### config.mk
export PLATFORM = sky130hd
export DESIGN_NAME = fsm_symbol_feeder
export DESIGN_NICKNAME = d
export VERILOG_FILES = /design/src/rtl/fsm_symbol_feeder.sv
export SDC_FILE = /design/constraint.sdc
export NUM_CORES = 1
export LEC_CHECK = 0
export BUFFER_PORTS_ARGS = -buffer_cell sky130_fd_sc_hd__buf_2
export CAP_MARGIN = 40
export CORE_MARGIN = 1.5
export CORE_UTILIZATION = 55
export DETAILED_ROUTE_END_ITERATION = 8
export GPL_TIMING_DRIVEN = 0
export PLACE_DENSITY_LB_ADDON = 0.3
export SLEW_MARGIN = 0
export SYNTH_ARGS = -nofsm -noshare
export SYNTH_HDL_FRONTEND = slang
export SYNTH_SLANG_ARGS = --single-unit
### constraint.sdc
create_clock -name clk -period 7.15 [get_ports clk]
set_input_delay 1.43 -clock clk [delete_from_list [all_inputs] [get_ports clk]]
set_output_delay 1.43 -clock clk [all_outputs]
set_load 0.005 [all_outputs]
### src/rtl/fsm_symbol_feeder.sv
// Symbol FIFO feeding a downstream 2-bit FSM input: each queued symbol is held
// on sym_out for max(hold_cycles,1) cycles, back-to-back while symbols remain.
module fsm_symbol_feeder #(
  parameter int unsigned DEPTH    = 4,
  parameter int unsigned HOLD_W   = 4,
  parameter logic [1:0]  IDLE_SYM = 2'b00
) (
  input  logic                      clk,
  input  logic                      reset_n,
  input  logic                      in_valid,
  input  logic [1:0]                in_sym,
  output logic                      in_ready,
  input  logic [HOLD_W-1:0]         hold_cycles,
  input  logic                      flush,
  output logic [1:0]                sym_out,
  output logic                      sym_active,
  output logic [$clog2(DEPTH):0]    fifo_count
);

  localparam int unsigned AW = $clog2(DEPTH);
  localparam int unsigned CW = AW + 1;

  typedef enum logic {IDLE, HOLD} state_t;

  state_t              state;
  state_t              state_next;
  logic [1:0]          mem [DEPTH];
  logic [AW-1:0]       wr_ptr;
  logic [AW-1:0]       rd_ptr;
  logic [HOLD_W-1:0]   hold_cnt;
  logic [HOLD_W-1:0]   hold_next;
  logic [HOLD_W-1:0]   hold_load;
  logic [1:0]          sym_next;
  logic                active_next;
  logic                push;
  logic                pop;

  assign in_ready  = (fifo_count < CW'(DEPTH)) && !flush;
  assign push      = in_valid && in_ready;
  // hold_cycles == 0 behaves as 1, so the reload value saturates at zero
  assign hold_load = (hold_cycles == '0) ? '0 : hold_cycles - HOLD_W'(1);

  always_ff @(posedge clk) begin
    if (!reset_n) begin
      state <= IDLE;
    end else if (flush) begin
      state <= IDLE;
    end else begin
      state <= state_next;
    end
  end

  always_comb begin
    state_next = state;
    pop        = 1'b0;
    case (state)
      IDLE: begin
        if (fifo_count != '0) begin
          pop        = 1'b1;
          state_next = HOLD;
        end
      end
      HOLD: begin
        if (hold_cnt == '0) begin
          if (fifo_count != '0) begin
            pop = 1'b1;
          end else begin
            state_next = IDLE;
          end
        end
      end
      default: state_next = IDLE;
    endcase
  end

  always_comb begin
    sym_next    = sym_out;
    active_next = sym_active;
    hold_next   = hold_cnt;
    if (pop) begin
      sym_next    = mem[rd_ptr];
      active_next = 1'b1;
      hold_next   = hold_load;
    end else if (state == HOLD && hold_cnt != '0) begin
      hold_next = hold_cnt - HOLD_W'(1);
    end else if (state == HOLD) begin
      sym_next    = IDLE_SYM;
      active_next = 1'b0;
    end
  end

  always_ff @(posedge clk) begin
    if (push) begin
      mem[wr_ptr] <= in_sym;
    end
  end

  always_ff @(posedge clk) begin
    if (!reset_n || flush) begin
      wr_ptr     <= '0;
      rd_ptr     <= '0;
      fifo_count <= '0;
      hold_cnt   <= '0;
      sym_out    <= IDLE_SYM;
      sym_active <= 1'b0;
    end else begin
      if (push) begin
        wr_ptr <= wr_ptr + AW'(1);
      end
      if (pop) begin
        rd_ptr <= rd_ptr + AW'(1);
      end
      case ({push, pop})
        2'b10:   fifo_count <= fifo_count + CW'(1);
        2'b01:   fifo_count <= fifo_count - CW'(1);
        default: fifo_count <= fifo_count;
      endcase
      hold_cnt   <= hold_next;
      sym_out    <= sym_next;
      sym_active <= active_next;
    end
  end

endmodule

==> results of run 1 <==
==> cell usage after synthesis <==
| cell type | number |
|---|---|
| o21ai_0 | 5 |
| nor4_1 | 1 |
| buf_6 | 1 |
| nor3b_2 | 1 |
| a21oi_4 | 1 |
| dfxtp_1 | 17 |
| mux2i_1 | 1 |
| xnor2_1 | 3 |
| a32oi_1 | 1 |
| and2_1 | 4 |
| nand2_1 | 4 |
| a32o_1 | 1 |
| nor3_1 | 5 |
| nor2_1 | 14 |
| xor2_1 | 2 |
| nand2b_1 | 2 |
| edfxtp_1 | 8 |
| nand3b_1 | 1 |
| mux4_2 | 2 |
| o311a_2 | 1 |
| clkbuf_1 | 2 |
| inv_1 | 9 |
| a21oi_1 | 12 |
| or2_2 | 1 |
| o211ai_1 | 2 |
| and2_2 | 1 |
| fa_1 | 1 |
| nand3_1 | 1 |
| or3_1 | 3 |
| a21bo_2 | 1 |
| nor4b_1 | 1 |
| ha_1 | 7 |
| or3b_1 | 1 |
==> worst max-delay path: cells and delay by family <==
kind / cells / cell delay, ns
buffers and inverters: 2 / 0.22
and+or+nand+nor: 1 / 0.07
==> where the power goes <==
part,internal [µW],total [µW],switching [µW]
registers,150,155,4.12
logic,17.8,41.0,23.1
clock network,20.9,61.0,40.1
total,189,256,67.3
==> flip-flops by register name, indices dropped and copies added (netlist names), named ones only <==
register,count
mem,8
rd_ptr,2
wr_ptr,2
sym_out,2
state,1
fifo_count,3
sym_active,1
hold_cnt,4
==> cells by family after synthesis <==
logic type | count (synthesis) | synth area share (%)
DFF | 25 | 48.1
buffers and inverters | 12 | 4.35
xor gates and xnor gates | 5 | 3.63
adders and majority gates | 8 | 8.91
and+or+nand+nor | 40 | 17.5
muxes | 3 | 4.56
AOI/OAI and AO/OA | 24 | 13.0
==> metal layers <==
layer / track usage (%) / wire, µm / share of wire, % / vias up
met5: 0 / 0 / 0 / -
met1: 25.1 / 1020 / 45 / 420
met4: 6.94 / 21 / 0.92 / 0
met2: 38.2 / 1140 / 50 / 21
met3: 5.45 / 94 / 4.1 / 2
li1: - / - / - / 449
==> cell type report <==
class                           count  area (µm²)
Fill cell                         176         673
Sequential cell                    25         581
Multi-Input combinational cell     80         574
Timing Repair Buffer               16        80.1
Inverter                            9        33.8
Tap cell                           27        33.8
Clock buffer                        3        22.5
Buffer                              3        18.8
Clock inverter                      1        5.00
==> stage by stage <==
stage / cells / utilization [%] / cell area, µm² / setup slack (ns) / hold slack [ns]
detailed placement: 160 / 65.3 / 1320 / 3.99 / 0.478
global placement: 160 / 65.3 / 1320 / 3.99 / 0.462
floorplan: 117 / - / 1210 / 4.19 / 0.470
global route: 164 / 66.7 / 1350 / 3.96 / 0.547
CTS: 164 / 66.7 / 1350 / 3.98 / 0.497
finish: 164 / 66.7 / 1350 / 3.99 / 0.503
==> final timing paths <==
| path | from | end | slack, ns | depth (start not counted) |
|---|---|---|---|---|
| max | flush | in_ready | 3.99 | 3 |
| min | sym_out[1] | sym_out[1] | 0.50 | 2 |
| max reg2reg | hold_cnt[0] | fifo_count[2] | 4.35 | 11 |
| min reg2reg | sym_out[1] | sym_out[1] | 0.50 | 2 |
==> flow_metrics.py, run 1 <==
metrics = {
    "synthesis": {
        "yosysTopAreaCell": "dfxtp_1",
        "synth_top_area_share_pct": 28.2,
        "ys_ff_latch": 25,
        "syn_area_um2": 1210,
        "ys_types": 33,
        "seq_area_frac_synth_pct": 48.1,
        "synth_cells": 117,
        "yosys_warnings": 0,
        "synth_nets": 135,
        "syn_avg_cell_area_um2": 10.3,
        "netlist_top_cells_area": "dfxtp_1 28%, edfxtp_1 20%, ha_1 7.3%, a21oi_1 5.0%, nor2_1 4.4%",
    },
    "die": {
        "die_height_um": 49.9,
        "initial_core_util_pct": 59.7,
        "die_area_um2": 2490,
        "fp.dieW_um": 49.9,
        "coreArea_um2": 2020,
        "row_count": 16,
        "num_io_pins": 17,
    },
    "cts": {
        "htreeDepth": 1,
        "cts.sink_count": 25,
        "cts_setup_buffers": 0,
        "clock_latency_ns": 0.31,
        "clk_pin_slew_ns": 0.13,
        "cts_made_buffers": 3,
        "holdBufCountCts": 0,
        "cts_resized": 0,
        "cts.path.max_buffers": 2,
        "cts_tree": "yes",
        "cts-root-buf": "clkbuf_4",
    },
    "timing": {
        "slew_headroom_pct": 64.2,
        "fin_crit_ns": 3.16,
        "tightest_slew_ns": 0.533,
        "setup_viol": 0,
        "tns_ns": 0,
        "rsz0062_at_grt": "no",
        "clock.fmax_mhz": 316,
        "hold_viol_final": 0,
        "clock_skew_ns": 0.00686,
        "timing.final.crit_share_pct": 44.2,
        "drv_slew": 0,
    },
    "worst_setup_path": {
        "cp_max_fo": 3,
        "worstPathCellList": "buf_2, nor2_1, buf_2",
        "crit_path_end_kind": "primary output",
        "cp.required_ns": 5.72,
        "crit_path_start_kind": "input port",
        "cp_slowest_cell": "buf_2",
        "crit_type": "input port to primary output",
        "crit_top_cell": "buf_2",
        "critical-path-max-stage-delay_ns": 0.11,
        "arrival_ns": 1.73,
    },
    "place": {
        "port-buffer-count": 16,
        "dpl.hpwl_um": 1740,
        "place.gp.congestion": 0.794,
    },
    "final_layout": {
        "fin_nets": 156,
        "final_cell_mix": "17 x dfxtp_1, 16 x buf_2, 14 x nor2_1",
        "syn_to_final_growth_pct": 11.7,
        "final_common_cell": "dfxtp_1",
        "diodes": 0,
        "drive_gt1_share_pct": 21.2,
    },
    "pwr": {
        "powerDensity_nw_per_um2": 190,
        "vdd_drop_max_mv": 0.132,
        "total_power_uw": 256,
        "p_leak_uw": 0.000513,
    },
    "status": {
        "status": "complete, no violations",
    },
    "detailed_routing": {
        "detail-route-antenna-nets": 0,
        "drc": 0,
        "drtIter0Drc": 16,
        "route.detailed.wl_per_inst_um": 13.9,
        "viasPerCell": 5.44,
        "wirelength_um": 2280,
        "first_pass_iters": 4,
        "vias": 892,
    },
    "flow_run": {
        "maxCapViolations": 0,
    },
    "min_path": {
        "hold_class": "register to register",
    },
    "global_route": {
        "grt_max_degree": 15,
        "grt_usage_pct": 21.5,
        "grt-ovfl-total": 0,
        "grt_pass1_vias": 875,
        "grt_pass1_wl_um": 3910,
        "antenna_found_initial": 0,
    },
}
No activity file was read; power rests on OpenSTA's default activity.
==> run 2: changes to the inputs <==
Settings changed: ABC_AREA set to 1, CORE_UTILIZATION 55 to 50.
Clock period 7.15 ns to 2.6 ns, I/O delays scaled along.
==> run 2 against run 1 <==
Final cell count is 21% higher. Wire length shrank 5.4%. Count of clock-buffer cells in the layout unchanged. Flip-flop and latch count unchanged. Utilization down 5.7 points. Sequential power increased to 2.7 times the previous value. Critical path depth up 10. Global-route usage down 2.7 points. First-iteration DRC count up 88%. Largest cell class is now multi-input combinational cells.
==> flow_metrics.py, run 2 <==
metrics = {
    "final_layout": {
        "largestRegisters": "mem: 8 flops, hold_cnt: 4 flops, fifo_count: 3 flops",
        "max_flop_register": "mem",
        "syn_to_final_growth_pct": 11.4,
        "final_common_cell": "nand2_1",
        "final_cell_mix": "28 x nand2_1, 25 x nor2_1, 20 x inv_1",
        "largest_register_ffs": 8,
        "final_core_util_pct": 61.0,
        "fin_nets": 189,
        "diodes": 0,
        "drive_gt1_share_pct": 18.2,
    },
    "worst_setup_path": {
        "worstPathCellList": "inv_1, ha_1, nand2_2, nand2_4, nand2_4, inv_6, ha_1, inv_1, fa_1, a21oi_1, o21ai_0, o21ai_0, a21oi_1",
        "cp_max_fo": 8,
        "crit_type": "register to register",
        "critPathBufInv": 3,
        "crit_path_end_kind": "register",
        "cp_slowest_cell": "fa_1",
        "crit_path_start_kind": "register",
        "critPathTopFamily": "adder cells",
        "arrival_ns": 2.41,
        "cp.required_ns": 2.82,
        "critical-path-max-stage-delay_ns": 0.38,
    },
    "cts": {
        "clk_pin_slew_ns": 0.14,
        "cts_made_buffers": 3,
        "cts_tree": "yes",
        "cts-root-buf": "clkbuf_4",
        "cts.path.max_buffers": 2,
        "holdBufCountCts": 0,
        "cts.sink_count": 25,
        "cts_setup_buffers": 0,
        "cts_resized": 0,
        "htreeDepth": 1,
        "clock_latency_ns": 0.31,
    },
    "timing": {
        "fin_crit_ns": 2.19,
        "drv_slew": 0,
        "clock.fmax_mhz": 456,
        "tns_ns": 0,
        "setup_viol": 0,
        "hold_viol_final": 0,
        "tightest_slew_ns": 0.273,
        "rsz0062_at_grt": "no",
        "timing.final.crit_share_pct": 84.4,
        "slew_headroom_pct": 81.7,
        "clock_skew_ns": 0.00868,
    },
    "global_route": {
        "grt_max_degree": 15,
        "grt-ovfl-total": 0,
        "grt_pass1_vias": 968,
        "grt_pass1_wl_um": 3840,
        "grt_usage_pct": 18.8,
        "antenna_found_initial": 0,
    },
    "status": {
        "status": "complete, no violations",
    },
    "place": {
        "dpl.hpwl_um": 1680,
        "place.gp.congestion": 0.726,
        "port-buffer-count": 16,
    },
    "synthesis": {
        "synthArstFlopShare_pct": 0,
        "synthTopCellsByCount": "28 x nand2_1, 25 x nor2_1, 20 x inv_1",
        "syn_area_um2": 1250,
        "seq_area_frac_synth_pct": 46.6,
        "yosys_warnings": 0,
        "synth_cells": 150,
        "synth_top_area_share_pct": 27.3,
        "yosysTopAreaCell": "dfxtp_1",
        "yosysMostFrequentCell": "nand2_1",
        "ys_types": 21,
        "syn_avg_cell_area_um2": 8.31,
        "ys_ff_latch": 25,
        "synth_nets": 168,
        "synth_flop_cell": "dfxtp_1",
        "netlist_top_cells_area": "dfxtp_1 27%, edfxtp_1 19%, nand2_1 8.4%, nor2_1 7.5%, ha_1 7.0%",
        "synth-edff-count": 8,
    },
    "pwr": {
        "powerDensity_nw_per_um2": 512,
        "vdd_drop_max_mv": 0.318,
        "p_leak_uw": 0.000613,
    },
    "die": {
        "initial_core_util_pct": 54.8,
        "die_height_um": 52.9,
        "coreArea_um2": 2280,
        "die_area_um2": 2800,
        "row_count": 17,
        "fp.dieW_um": 52.9,
        "num_io_pins": 17,
    },
    "detailed_routing": {
        "route.detailed.wl_per_inst_um": 10.9,
        "drc": 0,
        "detail-route-antenna-nets": 0,
        "wirelength_um": 2160,
        "vias": 985,
        "drtIter0Drc": 30,
        "viasPerCell": 4.97,
        "first_pass_iters": 4,
    },
    "min_path": {
        "hold_class": "input port to register",
    },
    "flow_run": {
        "maxCapViolations": 0,
    },
}
## run 2: cell count changes after synthesis, moves of 4 or more
cell,delta
and2_1,-4
inv_1,+11
nand2_1,+24
nor2_1,+11
nor3_1,-4
o21ai_0,+7
## run 2: metal layers
layer	global-route usage (%)	vias to the layer above	routed length, µm
met4	8.55	0	16
li1	-	521	-
met5	0	-	0
met3	2.82	2	78
met1	20.8	445	972
met2	35.0	17	1090
## run 2: where the power goes
| group | switching (µW) | internal [µW] | leakage [µW] |
|---|---|---|---|
| registers | 9.29 | 414 | 0.000210 |
| clock network | 113 | 57.5 | 0.0000177 |
| logic | 72.6 | 44.5 | 0.000385 |
| total | 195 | 516 | 0.000613 |
## run 2: final timing paths
path	from	endpoint	slack, ns	depth (start not counted)
worst max-delay path	hold_cnt[0]	fifo_count[2]	0.41	13
worst max register to register	hold_cnt[0]	fifo_count[2]	0.41	13
worst min-delay path	in_sym[0]	mem[0][0]	0.41	1
worst min register to register	sym_active	sym_active	0.47	2
## run 2: metrics by stage
| step | area, µm² | setup slack, ns | total power [µW] | hold WS [ns] | cells |
|---|---|---|---|---|---|
| 2_1_floorplan | 1250 | 0.636 | 517 | 0.455 | 150 |
| 3_5_place_dp | 1360 | 0.445 | 549 | 0.456 | 194 |
| 6_report | 1390 | 0.406 | 711 | 0.411 | 198 |
| 3_3_place_gp | 1360 | 0.505 | 543 | 0.447 | 194 |
| 4_1_cts | 1390 | 0.417 | 717 | 0.407 | 198 |
| 5_1_grt | 1390 | 0.140 | 755 | 0.395 | 198 |
## run 2: kinds of logic after synthesis
kind of cell | share of synthesized area (%)
fa+ha+maj | 8.63
simple gates | 25.5
flops | 46.6
buf+inv | 6.73
xor+xnor | 1.41
compound gates | 11.1
## run 2: worst reg2reg max path, stage by stage (launching register included)
cell,delay [ns]
dfxtp_1,0.32
inv_1,0.14
ha_1,0.19
nand2_2,0.07
nand2_4,0.11
nand2_4,0.10
inv_6,0.09
ha_1,0.15
inv_1,0.07
fa_1,0.39
a21oi_1,0.15
o21ai_0,0.11
o21ai_0,0.16
a21oi_1,0.06
## run 2: final cells by class
class,count,area [µm²]
inverters,21,83.8
well taps,28,35.0
clock inverters,1,5.00
fillers,201,887
flip-flops and latches,25,581
clock buffers,3,22.5
repair buffers,16,80.1
multi-input cells,104,582
